===== config.mk =====
export PLATFORM = sky130hd
export DESIGN_NAME = pipe_ctrl_unit
export DESIGN_NICKNAME = d
export VERILOG_FILES = /design/src/rtl/pipe_ctrl_pkg.sv /design/src/rtl/pipe_ctrl_timer.sv /design/src/rtl/pipe_ctrl_unit.sv
export SDC_FILE = /design/constraint.sdc
export NUM_CORES = 1
export LEC_CHECK = 0
export ABC_AREA = 1
export BUFFER_PORTS_ARGS = -buffer_cell sky130_fd_sc_hd__buf_2
export CORE_MARGIN = 8
export CORE_UTILIZATION = 52
export DETAILED_ROUTE_END_ITERATION = 16
export GPL_ROUTABILITY_DRIVEN = 0
export PLACE_DENSITY = 0.8
export SYNTH_ARGS = -nofsm -noshare
export SYNTH_HDL_FRONTEND = slang
export SYNTH_SLANG_ARGS = --single-unit
export TNS_END_PERCENT = 5

===== constraint.sdc =====
create_clock -name i_clk -period 1.69 [get_ports i_clk]
set_clock_uncertainty 0.05 [all_clocks]
set_input_delay 0.169 -clock i_clk [delete_from_list [all_inputs] [get_ports i_clk]]
set_output_delay 0.169 -clock i_clk [all_outputs]
set_load 0.005 [all_outputs]

===== src/rtl/pipe_ctrl_pkg.sv =====
// Shared types for the pipeline stall/flush sequencer: FSM state encodings and
// the per-stage enable/flush control bundle.
package pipe_ctrl_pkg;

  typedef logic [1:0] state_t;

  localparam state_t ST_RUN      = 2'd0;
  localparam state_t ST_EX_WAIT  = 2'd1;
  localparam state_t ST_MEM_WAIT = 2'd2;

  typedef struct packed {
    logic en;
    logic flush;
  } stage_ctrl_t;

  typedef struct packed {
    logic        pc_en;
    logic        pc_redirect;
    stage_ctrl_t if_id;
    stage_ctrl_t id_ex;
    stage_ctrl_t ex_mem;
    stage_ctrl_t mem_wb;
  } ctrl_t;

  // Free-running pipeline: everything advances, nothing is squashed.
  function automatic ctrl_t ctrl_run();
    ctrl_t c;
    c.pc_en       = 1'b1;
    c.pc_redirect = 1'b0;
    c.if_id       = '{en: 1'b1, flush: 1'b0};
    c.id_ex       = '{en: 1'b1, flush: 1'b0};
    c.ex_mem      = '{en: 1'b1, flush: 1'b0};
    c.mem_wb      = '{en: 1'b1, flush: 1'b0};
    return c;
  endfunction

  // Controls presented while the core is held in reset.
  function automatic ctrl_t ctrl_reset();
    ctrl_t c;
    c.pc_en       = 1'b0;
    c.pc_redirect = 1'b0;
    c.if_id       = '{en: 1'b0, flush: 1'b1};
    c.id_ex       = '{en: 1'b0, flush: 1'b1};
    c.ex_mem      = '{en: 1'b0, flush: 1'b1};
    c.mem_wb      = '{en: 1'b0, flush: 1'b1};
    return c;
  endfunction

endpackage


===== src/rtl/pipe_ctrl_timer.sv =====
// Loadable saturating up/down counter; times both MDU occupancy and MEM waits.
// Priority: clr > load > inc (stops at MAX) > dec (stops at 0).
module pipe_ctrl_timer #(
  parameter int WIDTH = 4,
  parameter int MAX   = 15
) (
  input  logic             clk,
  input  logic             rst_n,
  input  logic             clr,
  input  logic             load,
  input  logic [WIDTH-1:0] load_val,
  input  logic             inc,
  input  logic             dec,
  output logic [WIDTH-1:0] count
);

  localparam logic [WIDTH-1:0] MAX_V = WIDTH'(MAX);

  logic [WIDTH-1:0] count_q, count_d;

  always_comb begin
    count_d = count_q;
    if (clr) begin
      count_d = '0;
    end else if (load) begin
      count_d = load_val;
    end else if (inc) begin
      if (count_q != MAX_V) count_d = count_q + WIDTH'(1);
    end else if (dec) begin
      if (count_q != '0) count_d = count_q - WIDTH'(1);
    end
  end

  // NOTE: state flops use non-blocking assignment so every flop samples
  // pre-edge values; blocking here would create ordering-dependent races.
  always_ff @(posedge clk or negedge rst_n) begin
    if (!rst_n) count_q <= '0;
    else        count_q <= count_d;
  end

  assign count = count_q;

endmodule


===== src/rtl/pipe_ctrl_unit.sv =====
// Stall/flush sequencer for the 5-stage pipeline: merges MEM waits, multi-cycle
// EX ops, mispredicts and load-use into PC/pipeline-register controls.
// Optional perf counters are built when PIPE_CTRL_PERF_EN is defined.
module pipe_ctrl_unit
  import pipe_ctrl_pkg::*;
#(
  parameter int MDU_LAT     = 4,
  parameter int MEM_TIMEOUT = 64
) (
  input  logic        i_clk,
  input  logic        i_reset,
  input  logic        i_load_use,
  input  logic        i_br_mispredict,
  input  logic        i_ex_multicycle,
  input  logic        i_dmem_req,
  input  logic        i_dmem_ack,
  output logic        o_pc_en,
  output logic        o_pc_redirect,
  output logic        o_if_id_en,
  output logic        o_id_ex_en,
  output logic        o_ex_mem_en,
  output logic        o_mem_wb_en,
  output logic        o_if_id_flush,
  output logic        o_id_ex_flush,
  output logic        o_ex_mem_flush,
  output logic        o_mem_wb_flush,
  output logic        o_mdu_start,
  output logic        o_timeout_err
`ifdef PIPE_CTRL_PERF_EN
  ,
  output logic [31:0] o_stall_cycles,
  output logic [31:0] o_flush_events
`endif
);

  localparam int MDU_W = $clog2(MDU_LAT + 1);
  localparam int MEM_W = $clog2(MEM_TIMEOUT + 1);

  localparam logic [MDU_W-1:0] MDU_RELOAD = MDU_W'(MDU_LAT - 2);
  localparam logic [MEM_W-1:0] MEM_LAST   = MEM_W'(MEM_TIMEOUT - 1);

  state_t state_q, state_d;
  state_t ret_q, ret_d;
  logic   timeout_err_q, timeout_err_d;

  logic [MDU_W-1:0] mdu_cnt;
  logic [MEM_W-1:0] wait_cnt;

  logic   mem_stall;
  state_t eff_state;
  logic   ex_launch;
  logic   ex_busy;
  logic   mdu_load;
  logic   mdu_dec;
  logic   mdu_start;
  ctrl_t  ctrl;
  ctrl_t  ctrl_out;

  assign mem_stall = i_dmem_req & ~i_dmem_ack;

  // When a MEM wait releases, the cycle is evaluated as if already back in the
  // state that was interrupted, so a deferred launch/advance happens right away.
  assign eff_state = (state_q == ST_MEM_WAIT) ? ret_q : state_q;
  assign ex_launch = (eff_state == ST_RUN) & i_ex_multicycle;
  assign ex_busy   = ex_launch | ((eff_state == ST_EX_WAIT) & (mdu_cnt != '0));

  // NOTE: every signal driven here gets a default first, so no path through
  // the if/else tree leaves it unassigned and no latch is inferred.
  always_comb begin
    ctrl      = ctrl_run();
    state_d   = state_q;
    ret_d     = ret_q;
    mdu_load  = 1'b0;
    mdu_dec   = 1'b0;
    mdu_start = 1'b0;

    if (mem_stall) begin
      ctrl.pc_en        = 1'b0;
      ctrl.if_id.en     = 1'b0;
      ctrl.id_ex.en     = 1'b0;
      ctrl.ex_mem.en    = 1'b0;
      ctrl.mem_wb.flush = 1'b1;
      if (state_q != ST_MEM_WAIT) begin
        ret_d   = state_q;
        state_d = ST_MEM_WAIT;
      end
    end else begin
      state_d = eff_state;
      if (ex_busy) begin
        ctrl.pc_en        = 1'b0;
        ctrl.if_id.en     = 1'b0;
        ctrl.id_ex.en     = 1'b0;
        ctrl.ex_mem.flush = 1'b1;
        if (eff_state == ST_RUN) begin
          mdu_load  = 1'b1;
          mdu_start = 1'b1;
          state_d   = ST_EX_WAIT;
        end else begin
          mdu_dec = 1'b1;
        end
      end else begin
        // EX advances this cycle; the finishing MDU op must not relaunch.
        if (eff_state == ST_EX_WAIT) state_d = ST_RUN;
        if (i_br_mispredict) begin
          ctrl.pc_redirect = 1'b1;
          ctrl.if_id.flush = 1'b1;
          ctrl.id_ex.flush = 1'b1;
        end else if (i_load_use) begin
          ctrl.pc_en       = 1'b0;
          ctrl.if_id.en    = 1'b0;
          ctrl.id_ex.flush = 1'b1;
        end
      end
    end
  end

  assign timeout_err_d = timeout_err_q | (mem_stall & (wait_cnt >= MEM_LAST));

  always_ff @(posedge i_clk or negedge i_reset) begin
    if (!i_reset) begin
      state_q       <= ST_RUN;
      ret_q         <= ST_RUN;
      timeout_err_q <= 1'b0;
    end else begin
      state_q       <= state_d;
      ret_q         <= ret_d;
      timeout_err_q <= timeout_err_d;
    end
  end

  pipe_ctrl_timer #(
    .WIDTH (MDU_W),
    .MAX   (MDU_LAT)
  ) u_mdu_timer (
    .clk      (i_clk),
    .rst_n    (i_reset),
    .clr      (1'b0),
    .load     (mdu_load),
    .load_val (MDU_RELOAD),
    .inc      (1'b0),
    .dec      (mdu_dec),
    .count    (mdu_cnt)
  );

  // Counts consecutive stalled MEM cycles; cleared as soon as the stall ends.
  pipe_ctrl_timer #(
    .WIDTH (MEM_W),
    .MAX   (MEM_TIMEOUT)
  ) u_mem_timer (
    .clk      (i_clk),
    .rst_n    (i_reset),
    .clr      (~mem_stall),
    .load     (1'b0),
    .load_val ('0),
    .inc      (mem_stall),
    .dec      (1'b0),
    .count    (wait_cnt)
  );

  assign ctrl_out = i_reset ? ctrl : ctrl_reset();

  assign o_pc_en        = ctrl_out.pc_en;
  assign o_pc_redirect  = ctrl_out.pc_redirect;
  assign o_if_id_en     = ctrl_out.if_id.en;
  assign o_id_ex_en     = ctrl_out.id_ex.en;
  assign o_ex_mem_en    = ctrl_out.ex_mem.en;
  assign o_mem_wb_en    = ctrl_out.mem_wb.en;
  assign o_if_id_flush  = ctrl_out.if_id.flush;
  assign o_id_ex_flush  = ctrl_out.id_ex.flush;
  assign o_ex_mem_flush = ctrl_out.ex_mem.flush;
  assign o_mem_wb_flush = ctrl_out.mem_wb.flush;
  assign o_mdu_start    = mdu_start & i_reset;
  assign o_timeout_err  = timeout_err_q;

`ifdef PIPE_CTRL_PERF_EN
  logic [31:0] stall_cycles_q, stall_cycles_d;
  logic [31:0] flush_events_q, flush_events_d;

  always_comb begin
    stall_cycles_d = stall_cycles_q + (o_pc_en ? 32'd0 : 32'd1);
    flush_events_d = flush_events_q + (o_pc_redirect ? 32'd1 : 32'd0);
  end

  always_ff @(posedge i_clk or negedge i_reset) begin
    if (!i_reset) begin
      stall_cycles_q <= '0;
      flush_events_q <= '0;
    end else begin
      stall_cycles_q <= stall_cycles_d;
      flush_events_q <= flush_events_d;
    end
  end

  assign o_stall_cycles = stall_cycles_q;
  assign o_flush_events = flush_events_q;
`endif

endmodule


==> impl_metrics.env <==
export IMPL_rsz0062_at_grt="true"
export IMPL_p_per_area_nw_per_um2=1430
export IMPL_yosysTopAreaCell="dfrtp_1"
export IMPL_port_buffers=18
export IMPL_synth_top_area_share_pct=41.5
export IMPL_p_leak_nw=0.625
export IMPL_synth_xor_area_share_pct=0.968
export IMPL_synth_top_family_by_area="simple AND/OR/NAND/NOR gates"
export IMPL_hold_depth=4
export IMPL_antenna_found_initial=0
export IMPL_grt_pass1_vias=795
export IMPL_yosys_warnings=0
export IMPL_reg2regPathDepth=10
export IMPL_placed_area_um2=997
export IMPL_preCtsSetupSlack_ns=0.224
export IMPL_syn_area_per_cell_um2=7.73
export IMPL_cts_made_buffers=3
export IMPL_synth_edff_count=0
export IMPL_yosysMostFrequentCell="nand2_1"
export IMPL_fin_ws_ns=-0.0769
export IMPL_post_place_cells=150
export IMPL_avgRoutedWirePerCell_um=13.7
export IMPL_violations="negative setup slack"
export IMPL_initial_core_util_pct=53.6
export IMPL_period_share_pct=105
export IMPL_worstSetupPathType="reg2out"
export IMPL_syn2layout_area_growth_pct=24.8
export IMPL_drt_iter0_drc=23
export IMPL_finalSetupTns_ns=-0.192
export IMPL_synthTopCellsByCount="26 x nand2_1, 16 x inv_1, 15 x dfrtp_1"
export IMPL_rr_endpoint="u_mdu_timer.count[1]$_DFFE_PN0P_"
export IMPL_synth_simple_gate_area_share_pct=34.2
export IMPL_die_w_um=57.7
export IMPL_grt_use_total_pct=12.5
export IMPL_holdWs_ns=0.174
export IMPL_vias=835
export IMPL_hp_start="i_dmem_ack"
export IMPL_path_clk_slew_ns=0.09
export IMPL_cp_arrival_ns=1.55
export IMPL_clk_latency_ns=0.28
export IMPL_core_area_um2=1690
export IMPL_wirelength_mm=2.19
export IMPL_clock_path_buffers=2
export IMPL_crit_required_ns=1.47
export IMPL_antenna_left=0
export IMPL_drive_gt1_share_pct=36.4
export IMPL_drc=0
export IMPL_hp_class="in2reg"
export IMPL_dr_pass1_iters=4
export IMPL_cts_tree="yes"
export IMPL_fin_cells=160
export IMPL_yosys_cell_types_count=23
export IMPL_worstSetupEndpointType="primary output"
export IMPL_final_area_um2=1130
export IMPL_drv_cap=0
export IMPL_antenna_cells=0
export IMPL_cpMostUsedCell="nand2_4"
export IMPL_cts_sinks=15
export IMPL_run_status="finished with violations"
export IMPL_finalSetupViolations=4
export IMPL_max_slew_margin_pct=78.9
export IMPL_io_pins=19
export IMPL_holdPathEnd="u_mem_timer.count[5]$_DFFE_PN0P_"
export IMPL_ys_flop_type="dfrtp_1"
export IMPL_synth_adder_area_share_pct=5.53
export IMPL_worstPathCellList="inv_2 -> ha_4 -> nand2_2 -> nand2_2 -> nand2_4 -> nand2_4 -> nand2_4 -> nor2_4 -> buf_2"
export IMPL_fmax_ghz=0.566
export IMPL_start_kind="register"
export IMPL_synthMuxAreaShare_pct=0
export IMPL_synth_cells=117
export IMPL_synth_seq_cells=15
export IMPL_fp_dieArea_um2=3330
export IMPL_grt_ovfl_total=0
export IMPL_max_stage_delay_ns=0.40
export IMPL_r2r_start="u_mdu_timer.count[0]$_DFFE_PN0P_"
export IMPL_async_flop_share_pct=100
export IMPL_hold_viol_final=0
export IMPL_syn_nets=128
export IMPL_detailed_place_hpwl_mm=1.47
export IMPL_cp_top_family="simple AND/OR/NAND/NOR gates"
export IMPL_slew_viol_final=0
export IMPL_synthTopCellsByArea="dfrtp_1 41%, nand2_1 11%, inv_1 6.6%"
export IMPL_cts_max_level=1
export IMPL_final_nets=155
export IMPL_die_h_um=57.7
export IMPL_path_max_fanout=3
export IMPL_r2r_slack_ns=0.29
export IMPL_grt_pass1_wl_mm=3.27
export IMPL_grt_max_degree=20
export IMPL_synth_compound_area_share_pct=5.81
export IMPL_tightestPinTransition_ns=0.315
export IMPL_rows=15
export IMPL_vias_per_cell=5.22
export IMPL_vdd_drop_max_mv=0.929
export IMPL_slowest_stage="dfrtp_1"
export IMPL_path_buf_inv=2
export IMPL_yosysSeqAreaShare_pct=41.5
export IMPL_fin_crit_ns=1.77
export IMPL_root_buffer="clkbuf_4"
export IMPL_syn_area_um2=905
==> registers in the layout, indices dropped and copies added, names as in the netlist <==
register,flops
u_mdu_timer.count,3
ret_q,2
o_timeout_err,1
state_q,2
u_mem_timer.count,7
==> cell families after synthesis <==
| group | Yosys count |
|---|---|
| buffers and inverters | 25 |
| XOR/XNOR | 1 |
| AND/OR/NAND/NOR | 62 |
| AO/OA/AOI/OAI | 10 |
| adder cells (fa/ha/maj) | 4 |
| flip-flops | 15 |
==> area by class of cell <==
type / instances / area, µm²
clock buffers: 3 / 22.5
clock inverters: 1 / 5.00
fillers: 137 / 561
inverters: 22 / 82.6
multi-input cells: 77 / 458
flip-flops and latches: 15 / 375
well taps: 17 / 21.3
repair buffers: 25 / 164
==> worst reg2reg max path, cell delays in order, from the launching register on <==
cell and delay, ns:
dfrtp_1 0.40, inv_2 0.08, ha_4 0.12, nand2_2 0.05
nand2_2 0.10, nand2_4 0.09, buf_12 0.14, buf_4 0.13
nand3_1 0.08, nand2_1 0.06, inv_1 0.05
==> stage by stage <==
step | utilization (%) | power [mW]
after floorplan | - | 0.937
after detailed placement | 59.0 | 1.09
after global placement | 59.0 | 1.06
final | 66.8 | 1.61
after global routing | 66.8 | 1.72
after CTS | 63.6 | 1.44
==> report_power, final <==
| part | switching, mW | internal (mW) | leakage [nW] |
|---|---|---|---|
| clock | 0.120 | 0.0879 | 0.0177 |
| combinational | 0.513 | 0.395 | 0.410 |
| sequential | 0.0548 | 0.440 | 0.197 |
==> per-layer routing <==
layer  up-vias  share of wire, %  global-route usage [%]
li1        413                 -                       -
met1       391                40                    12.3
met2        23                54                    23.3
met3         8               3.6                    3.09
met4         0               2.9                    6.64
met5         -                 0                       0
==> cell usage in the layout (no fill, tap or decap), types with 4 or more instances in the layout <==
cell,Yosys,routed
buf_2,0,17
buf_4,2,5
nor2_1,10,10
inv_2,6,8
nand2_4,1,4
nand2_1,26,24
inv_1,16,14
dfrtp_1,15,15
nand4_1,4,4
nand3_1,8,8
o21ai_1,5,5
==> worst max path at each step <==
| stage | start | slack (ns) | to | depth (start not counted) |
|---|---|---|---|---|
| 2_1_floorplan | u_mdu_timer.count[0]$_DFFE_PN0P_ | 0.30 | o_pc_en | 9 |
| 3_5_place_dp | u_mdu_timer.count[0]$_DFFE_PN0P_ | 0.22 | o_if_id_en | 9 |
| 4_1_cts | u_mdu_timer.count[0]$_DFFE_PN0P_ | -0.04 | o_if_id_en | 9 |
| 5_1_grt | u_mdu_timer.count[0]$_DFFE_PN0P_ | -0.15 | o_pc_en | 9 |
| 6_report | u_mdu_timer.count[0]$_DFFE_PN0P_ | -0.08 | o_pc_en | 9 |
| 3_3_place_gp | u_mdu_timer.count[0]$_DFFE_PN0P_ | 0.31 | o_if_id_en | 9 |
==> what timing repair did <==
item | 4_1_cts | 5_1_grt
endpoints found under the hold margin | 15 | 0
hold buffers | 1 | 0
endpoints found under the setup margin | 6 | 8
setup buffers | 3 | 2
resized for setup | 3 | 8
pin swaps | 2 | 5
(Power assumes the default switching activity.)
